--- src/rtl/alu_requester_if.sv ---
// rtl/alu_requester_if.sv - handshake bundle between command source, alu_requester, ALU and response sink
//
// Signal groups:
//   cmd_*   : command stream into the requester (valid/ready, 8-bit x/y, 3-bit op)
//   alu_*   : ALU side (operands, op, begin pulse out; end level and 16-bit result in)
//   rsp_*   : response stream out (valid/ready, 16-bit data, op, timeout flag)
//   busy    : requester has queued or in-flight work
// Modports: slave = the requester itself, master = everything around it.
interface alu_requester_if;
  logic        cmd_valid;
  logic        cmd_ready;
  logic [7:0]  cmd_x;
  logic [7:0]  cmd_y;
  logic [2:0]  cmd_op;
  logic [7:0]  alu_x;
  logic [7:0]  alu_y;
  logic [2:0]  alu_op;
  logic        alu_begin;
  logic        alu_end;
  logic [15:0] alu_out;
  logic        rsp_valid;
  logic        rsp_ready;
  logic [15:0] rsp_data;
  logic [2:0]  rsp_op;
  logic        rsp_timeout;
  logic        busy;

  modport slave (
    input  cmd_valid, cmd_x, cmd_y, cmd_op, alu_end, alu_out, rsp_ready,
    output cmd_ready, alu_x, alu_y, alu_op, alu_begin,
           rsp_valid, rsp_data, rsp_op, rsp_timeout, busy
  );

  modport master (
    output cmd_valid, cmd_x, cmd_y, cmd_op, alu_end, alu_out, rsp_ready,
    input  cmd_ready, alu_x, alu_y, alu_op, alu_begin,
           rsp_valid, rsp_data, rsp_op, rsp_timeout, busy
  );
endinterface

--- src/rtl/alu_requester.sv ---
// rtl/alu_requester.sv - queues ALU commands, issues them one at a time and returns results or timeouts
//
// Ports:
//   clk   : single clock, all state updates on the rising edge
//   reset : synchronous active-high reset
//   bus   : alu_requester_if.slave (command stream, ALU handshake, response stream, busy)
// Parameters:
//   DEPTH   : command FIFO entries (power of two, 2..16)
//   TIMEOUT : WAIT cycles allowed before a command is reported as timed out
module alu_requester #(
  parameter int DEPTH   = 4,
  parameter int TIMEOUT = 64
) (
  input logic          clk,
  input logic          reset,
  alu_requester_if.slave bus
);
  localparam int PW = $clog2(DEPTH);
  localparam int CW = PW + 1;
  localparam int TW = $clog2(TIMEOUT + 1);

  typedef enum logic [2:0] {IDLE, ISSUE, WAIT, RESP, RECOVER} state_t;

  state_t        state;
  state_t        state_nxt;
  logic [18:0]   mem [DEPTH];
  logic [PW-1:0] wr_ptr;
  logic [PW-1:0] rd_ptr;
  logic [CW-1:0] count;
  logic [TW-1:0] tcnt;
  logic          end_prev;
  logic          push;
  logic          pop;
  logic          done;
  logic          expired;
  logic          rsp_fire;

  assign bus.cmd_ready = (count != CW'(DEPTH));
  assign bus.alu_begin = (state == ISSUE);
  assign bus.busy      = (state != IDLE) || (count != '0);

  assign push     = bus.cmd_valid && bus.cmd_ready;
  assign pop      = (state == IDLE) && (count != '0) && !bus.rsp_valid;
  // Only a rising edge of alu_end counts; end_prev is primed in ISSUE so a
  // level left over from the previous command is ignored.
  assign done     = (state == WAIT) && bus.alu_end && !end_prev;
  assign expired  = (state == WAIT) && (tcnt == TW'(TIMEOUT - 1));
  assign rsp_fire = bus.rsp_valid && bus.rsp_ready;

  always_ff @(posedge clk) begin
    if (reset) state <= IDLE;
    else       state <= state_nxt;
  end

  always_comb begin
    state_nxt = state;
    case (state)
      IDLE:    if (pop) state_nxt = ISSUE;
      ISSUE:   state_nxt = WAIT;
      WAIT: begin
        if (done)         state_nxt = RESP;
        else if (expired) state_nxt = RECOVER;
      end
      RESP:    if (rsp_fire) state_nxt = IDLE;
      // The timeout response is already visible here; if the consumer takes
      // it while we wait for alu_end to drop, go straight back to IDLE so the
      // same response is not delivered twice.
      RECOVER: if (!bus.alu_end) state_nxt = (bus.rsp_valid && !bus.rsp_ready) ? RESP : IDLE;
      default: state_nxt = IDLE;
    endcase
  end

  // FIFO storage carries no reset; validity is tracked by count.
  always_ff @(posedge clk) begin
    if (push) mem[wr_ptr] <= {bus.cmd_op, bus.cmd_x, bus.cmd_y};
  end

  always_ff @(posedge clk) begin
    if (reset) begin
      wr_ptr          <= '0;
      rd_ptr          <= '0;
      count           <= '0;
      tcnt            <= '0;
      end_prev        <= 1'b0;
      bus.alu_x       <= '0;
      bus.alu_y       <= '0;
      bus.alu_op      <= '0;
      bus.rsp_valid   <= 1'b0;
      bus.rsp_data    <= '0;
      bus.rsp_op      <= '0;
      bus.rsp_timeout <= 1'b0;
    end else begin
      if (push) wr_ptr <= wr_ptr + PW'(1);
      if (pop) begin
        rd_ptr <= rd_ptr + PW'(1);
        {bus.alu_op, bus.alu_x, bus.alu_y} <= mem[rd_ptr];
      end
      count <= count + CW'(push) - CW'(pop);

      if (state == ISSUE) begin
        tcnt     <= '0;
        end_prev <= bus.alu_end;
      end
      if (state == WAIT) begin
        tcnt     <= tcnt + TW'(1);
        end_prev <= bus.alu_end;
      end

      // Completion wins over a timeout landing in the same cycle.
      if (done) begin
        bus.rsp_valid   <= 1'b1;
        bus.rsp_data    <= bus.alu_out;
        bus.rsp_op      <= bus.alu_op;
        bus.rsp_timeout <= 1'b0;
      end else if (expired) begin
        bus.rsp_valid   <= 1'b1;
        bus.rsp_data    <= 16'h0000;
        bus.rsp_op      <= bus.alu_op;
        bus.rsp_timeout <= 1'b1;
      end else if (rsp_fire) begin
        bus.rsp_valid   <= 1'b0;
      end
    end
  end
endmodule

--- src/flat_wrapper.sv ---
// flat-port wrapper written by rule: the top's interface ports become plain ports
module alu_requester_flat 
#(
  parameter int DEPTH   = 4,
  parameter int TIMEOUT = 64
)
  (clk, reset, bus_cmd_valid, bus_cmd_x, bus_cmd_y, bus_cmd_op, bus_alu_end, bus_alu_out, bus_rsp_ready, bus_cmd_ready, bus_alu_x, bus_alu_y, bus_alu_op, bus_alu_begin, bus_rsp_valid, bus_rsp_data, bus_rsp_op, bus_rsp_timeout, bus_busy);
  alu_requester_if bus_i ();
  input logic clk;
  input logic reset;
  input wire logic [$bits(bus_i.cmd_valid)-1:0] bus_cmd_valid;
  input wire logic [$bits(bus_i.cmd_x)-1:0] bus_cmd_x;
  input wire logic [$bits(bus_i.cmd_y)-1:0] bus_cmd_y;
  input wire logic [$bits(bus_i.cmd_op)-1:0] bus_cmd_op;
  input wire logic [$bits(bus_i.alu_end)-1:0] bus_alu_end;
  input wire logic [$bits(bus_i.alu_out)-1:0] bus_alu_out;
  input wire logic [$bits(bus_i.rsp_ready)-1:0] bus_rsp_ready;
  output wire logic [$bits(bus_i.cmd_ready)-1:0] bus_cmd_ready;
  output wire logic [$bits(bus_i.alu_x)-1:0] bus_alu_x;
  output wire logic [$bits(bus_i.alu_y)-1:0] bus_alu_y;
  output wire logic [$bits(bus_i.alu_op)-1:0] bus_alu_op;
  output wire logic [$bits(bus_i.alu_begin)-1:0] bus_alu_begin;
  output wire logic [$bits(bus_i.rsp_valid)-1:0] bus_rsp_valid;
  output wire logic [$bits(bus_i.rsp_data)-1:0] bus_rsp_data;
  output wire logic [$bits(bus_i.rsp_op)-1:0] bus_rsp_op;
  output wire logic [$bits(bus_i.rsp_timeout)-1:0] bus_rsp_timeout;
  output wire logic [$bits(bus_i.busy)-1:0] bus_busy;
  assign bus_i.cmd_valid = bus_cmd_valid;
  assign bus_i.cmd_x = bus_cmd_x;
  assign bus_i.cmd_y = bus_cmd_y;
  assign bus_i.cmd_op = bus_cmd_op;
  assign bus_i.alu_end = bus_alu_end;
  assign bus_i.alu_out = bus_alu_out;
  assign bus_i.rsp_ready = bus_rsp_ready;
  assign bus_cmd_ready = bus_i.cmd_ready;
  assign bus_alu_x = bus_i.alu_x;
  assign bus_alu_y = bus_i.alu_y;
  assign bus_alu_op = bus_i.alu_op;
  assign bus_alu_begin = bus_i.alu_begin;
  assign bus_rsp_valid = bus_i.rsp_valid;
  assign bus_rsp_data = bus_i.rsp_data;
  assign bus_rsp_op = bus_i.rsp_op;
  assign bus_rsp_timeout = bus_i.rsp_timeout;
  assign bus_busy = bus_i.busy;
  alu_requester #(.DEPTH(DEPTH), .TIMEOUT(TIMEOUT)) u_core (.clk(clk), .reset(reset), .bus(bus_i));
endmodule
--- config.mk ---
export PLATFORM = sky130hd
export DESIGN_NAME = alu_requester_flat
export DESIGN_NICKNAME = d
export VERILOG_FILES = /design/src/rtl/alu_requester_if.sv /design/src/rtl/alu_requester.sv /design/src/flat_wrapper.sv
export SDC_FILE = /design/constraint.sdc
export NUM_CORES = 1
export LEC_CHECK = 0
export CAP_MARGIN = 10
export CORE_MARGIN = 4
export CORE_UTILIZATION = 39
export DETAILED_ROUTE_END_ITERATION = 6
export PLACE_DENSITY_LB_ADDON = 0.2
export SYNTH_ARGS = -nofsm -noshare
export SYNTH_HDL_FRONTEND = slang
export SYNTH_SLANG_ARGS = --single-unit
--- constraint.sdc ---
create_clock -name clk -period 2.8 [get_ports clk]
set_clock_uncertainty 0.1 [all_clocks]
set_input_delay 0.42 -clock clk [delete_from_list [all_inputs] [get_ports clk]]
set_output_delay 0.42 -clock clk [all_outputs]
set_load 0.005 [all_outputs]
# After elaboration in Yosys (flattened, before gate mapping)
# Memory sizes are Yosys's and may differ from the RTL's. A register that Yosys moved wholly into a read port is not among the register bits.
# Index checks and enable logic that the tools add are counted.
[classes]
mux = 20
n_eq_ne = 10
n_addsub = 5
n_reduce_logical = 20
[op_table]
columns = ["cell", "count"]
rows = [
  ["$mux W16", 2],
  ["$mux W3", 7],
  ["$pmux W3 S5", 1],
  ["$mux W7", 2],
  ["$reduce_bool A3 Y1", 3],
  ["$logic_and A1 B1 Y1", 8],
  ["$add A7 B1 Y7 const B", 1],
  ["$eq A7 B6 Y1 const B", 1],
  ["$mux W1", 7],
  ["$eq A3 B2 Y1 const B", 2],
  ["$add A2 B1 Y2 const B", 2],
  ["$ne A2 B1 Y1 const B", 2],
  ["$reduce_and A4 Y1", 1],
  ["$reduce_bool A2 Y1", 2],
  ["$add A3 B1 Y3", 1],
  ["$eq A3 B1 Y1 const B", 1],
  ["$eq A3 B3 Y1 const B", 1],
  ["$logic_not A1 Y1", 3],
  ["$logic_not A3 Y1", 1],
  ["$ne A3 B1 Y1 const B", 1],
  ["$ne A3 B3 Y1 const B", 1],
  ["$sub A3 B1 Y3", 1],
  ["$mux W2", 1],
  ["$ne A2 B2 Y1 const B", 1],
  ["other kinds (2)", 2],
]
[totals]
memories = 1
in_bits = 40
out_inout_bits = 43
ram_bits = 76
ff_bits = 39
[mem_list]
columns = ["name", "words", "width", "read_ports", "rd_ports_with_merged_regs", "write_ports", "line", "text"]
rows = [
  ["u_core.mem", 4, 19, 1, 1, 1, "alu_requester.sv:26", "logic [18:0] mem [DEPTH];"],
]

# Depth between registers and ports, before layout
[depth]
ltp_word = 5
ltp_mapped = 12
ltp_nobuf = 10

# Worst setup path before layout
# No wires, ideal clock.
[synth_timing]
path_type = "flip-flop to flip-flop"
start = "register u_core.state[0]"
end = "register u_core.count[2]"
period_less_slack_ns = 2.651
setup_time_ns = 0.128
arrival_ns = 2.424
n_path_buf = 2
path_stages_with_launch = 13
setup_slack_ns = 0.149
path_cell_list = "dfxtp_1 > clkbuf_2 > or3_1 > or3_1 > inv_2 > buf_2 > ha_1 > inv_1 > ha_1 > fa_1 > xnor2_1 > xnor2_1 > nor2_1"
[synth_between]
elab_chain_len = 4
[synth_lines]
columns = ["item", "line", "text"]
rows = [
  ["start, declared", "alu_requester.sv:24", "state_t state;"],
  ["start signal, assigned", "alu_requester.sv:52", "else state <= state_nxt;"],
  ["$logic_not A3 Y1", "alu_requester.sv:43", "assign pop = (state == IDLE) && (count != '0) && !bus.rsp_valid;"],
  ["$logic_and A1 B1 Y1 (2 in series)", "alu_requester.sv:43", ""],
  ["net u_core.pop", "alu_requester.sv:33", "logic pop;"],
  ["$sub A3 B1 Y3", "alu_requester.sv:98", "count <= count + CW'(push) - CW'(pop);"],
  ["end signal, assigned", "alu_requester.sv:98", ""],
  ["end, declared", "alu_requester.sv:29", "logic [CW-1:0] count;"],
]
# The timed path passes the listed nets, and every way through them passes these cells.
# A chain may end at the register's enable or synchronous reset.

# Worst setup path after layout
[layout_timing]
start = "register u_core.state[0]"
end = "register u_core.count[2]"
[layout_between]
elab_chain_len = 4
[layout_lines]
columns = ["item", "line"]
rows = [
  ["$logic_not A3 Y1", "alu_requester.sv:43"],
  ["$logic_and A1 B1 Y1 (2 in series)", "alu_requester.sv:43"],
  ["$sub A3 B1 Y3", "alu_requester.sv:98"],
]
# No other way between the ends.

==> summary.md <==
| Metric | Value |
|---|---|
| Max_cap viols | 0 |
| Worst-Margin Slew | 1022 ps |
| Sequential share of the synthesized area | 67.70% |
| Worst rel slew slack | 31.72% |
| Placed Area | 6153 um^2 |
| Synth top area share | 44.87% |
| Number of global-route vias before repair | 3271 |
| Reg clk slew, reported paths | 60 ps |
| Layout cells sized above 1 | 14.88% |
| Setup ws final | 267.5 ps |
| Post-route antenna net violation count | 0 |
| Cell Pwr Density | 932.6 nW/um^2 |
| Antenna violations before repair | 0 |
| DIE WIDTH | 122.2 um |
| Starting Density | 40.14% |
| Crit path kind | flop to flop |
| Count leader, synth | edfxtp_1 |
| Crit end category | flop |
| First-pass GRT wire length | 16390 um |
| Core area | 12670 um^2 |
| Worst vdd ir | 0.5847 mV |
| Hold Vio Cnt, Final | 0 |
| Non-filler cells, final | 649 |
| R2R setup slack | 270 ps |
| Post-synth top area cell | edfxtp_1 |
| Syn_area_per_cell | 13.90 um^2 |
| Number of synthesized flops with an enable pin | 76 |
| Port bufs | 82 |
| Final max-slew violation count | 0 |
| Crit path DAT | 2700 ps |
| Final #Nets | 512 |
| Area delta synth->final | 32.08% |
| Post-cts resize count | 0 |
| CTS Buf Count | 17 |
| Highest Signal Layer | met4 |
| Design area | 6718 um^2 |
| Tmin final | 2532 ps |
| Async set-reset flop share out of synthesis | 0% |
| FP Rows | 41 |
| Vias | 3195 |
| Most common flop cell mapped by yosys | edfxtp_1 |
| Global route total overflow | 0 |
| Number of DRC markers in iteration 0 | 258 |
| Post-DP HPWL | 6659 um |
| CP Data Required Time | 2970 ps |
| Fin crit share | 90.44% |
| Drt drc | 0 |
| Maximum clock rate | 394.9 MHz |
| CP Launch Type | flop |
| Final hold slack | 353.1 ps |
| Syn nets | 414 |
| Clk_lat worst skew | 400 ps |
| DIE AREA | 14930 um^2 |
| Number of vias per cell | 4.923 |
| Yosys cell types | 41 |
| Synth top area cells | edfxtp_1, dfxtp_1, mux4_2 |
| TritonCTS clock tree | done |
| Setup Slack @ Placement | 289.1 ps |
| DR WL met3 | 596 um |
| GPL Wtd Cong | 0.7506 |
| Largest net degree at the start of global routing | 46 |
| Post-CTS setup buffer count | 0 |
| Global Route Usage Sum | 14.60% |
| Final setup viols | 0 |
| I/O Pins | 83 |
| ANT cells | 0 |
| Wire per inst | 15.82 um |
| Die Span Y | 122.2 um |
| Cts hold-fix bufs | 0 |
| Htree depth | 4 |
| YS warnings | 0 |
| Detailed Route WL | 10270 um |
| Synth Register Bits | 134 |
| Drt pass-1 iters | 4 |
| M1 WL | 4527 um |
| Clk buf depth | 2 |
| Leakage | 0.002365 uW |
| Gate Count Post-Synth | 366 |
| Synth Cell Area | 5086 um^2 |
| # clock sinks | 134 |
| Layout fillers | 1102 |
| Setup TNS | 0 ps |
| Placed Cells | 617 |
| RSZ-0062 raised after global routing | no |
| Top cells by count, synth | edfxtp_1, dfxtp_1, nand2_1 |
| Clock tree root buffer cell | clkbuf_16 |
| Maximum fanout along the worst path | 10 |
| Min-delay worst type | flop to flop |
| Met2 WL | 4960 um |
| Status | completed |
-- critical path, stage by stage (launching register included) --
cell and delay [ps]:
dfxtp_1 410, or3_1 370, or3_1 350, inv_2 70
ha_1 130, inv_1 40, ha_1 180, fa_1 380
xnor2_1 180, xnor2_1 150, nor2_1 50
-- report_power, final --
part / switching [uW] / internal (uW) / total, uW
Combinational: 780 / 801 / 1580
Clock: 807 / 1310 / 2120
Sequential: 164 / 2400 / 2560
Total: 1750 / 4510 / 6260
-- path summary, 6_finish.rpt --
kind                                     startpoint                  end  cells after the start
worst max register to register      u_core.state[0]      u_core.count[2]                     10
worst min register to register  u_core.bus.alu_y[2]  u_core.bus.alu_y[2]                      2
worst max-delay path                u_core.state[0]      u_core.count[2]                     10
worst min-delay path            u_core.bus.alu_y[2]  u_core.bus.alu_y[2]                      2
-- registers in the layout, indices dropped and copies added, names as in the netlist --
| register | count |
|---|---|
| u_core.tcnt | 7 |
| u_core.bus.alu_y | 8 |
| u_core.end_prev | 1 |
| u_core.bus.rsp_valid | 1 |
| u_core.state | 3 |
| u_core.bus.rsp_timeout | 1 |
| u_core.bus.rsp_op | 3 |
| u_core.rd_ptr | 2 |
| u_core.bus.alu_op | 3 |
| u_core.wr_ptr | 2 |
| u_core.mem | 76 |
| u_core.bus.alu_x | 8 |
| u_core.count | 3 |
| u_core.bus.rsp_data | 16 |
-- metrics by stage --
step                util [%]  power [uW]
floorplan                  -        3528
CTS                    53.02        6349
detailed placement     48.56        4208
finish                 53.02        6265
global placement       48.56        4174
global route           53.02        6620
-- layout by cell type (no fill, tap or decap), types with 3 or more instances in the layout --
cell type	n
clkdlybuf4s50_1	81
edfxtp_1	76
dfxtp_1	58
nand2_1	45
a21oi_1	29
nor2_1	22
mux4_2	19
clkbuf_16	17
buf_4	17
a22o_1	16
inv_1	9
nor3_1	9
ha_1	7
nor2b_1	6
nand3_1	5
o21ai_0	5
mux2i_1	5
or3_1	4
and3_1	4
xnor2_1	4
clkbuf_1	4
inv_6	3
-- metal layers --
| layer | track usage [%] | vias to the layer above |
|---|---|---|
| li1 | - | 1542 |
| met1 | 18.02 | 1554 |
| met2 | 23.43 | 82 |
| met3 | 5.200 | 17 |
| met4 | 5.878 | 0 |
| met5 | 0 | - |
-- cells by family after synthesis --
family                   after synthesis  synth area share, %
AO/OA/AOI/OAI                         60                7.749
XOR/XNOR                               5               0.8610
adder cells (fa/ha/maj)                8                2.116
buffers and inverters                 31                2.607
flip-flops                           134                67.70
multiplexers                          25                9.619
AND/OR/NAND/NOR                      103                9.348
-- area by class of cell --
cell class                 instances  area, um^2  area share [%]
tap                              172       215.2           3.204
clock inverter                    11       123.9           1.844
multi-input combinational        201        1510           22.48
timing repair buffer              99       943.4           14.04
sequential                       134        3443           51.26
clock buffer                      21       440.4           6.556
inverter                          11       41.29          0.6146
(Power assumes the default switching activity.)
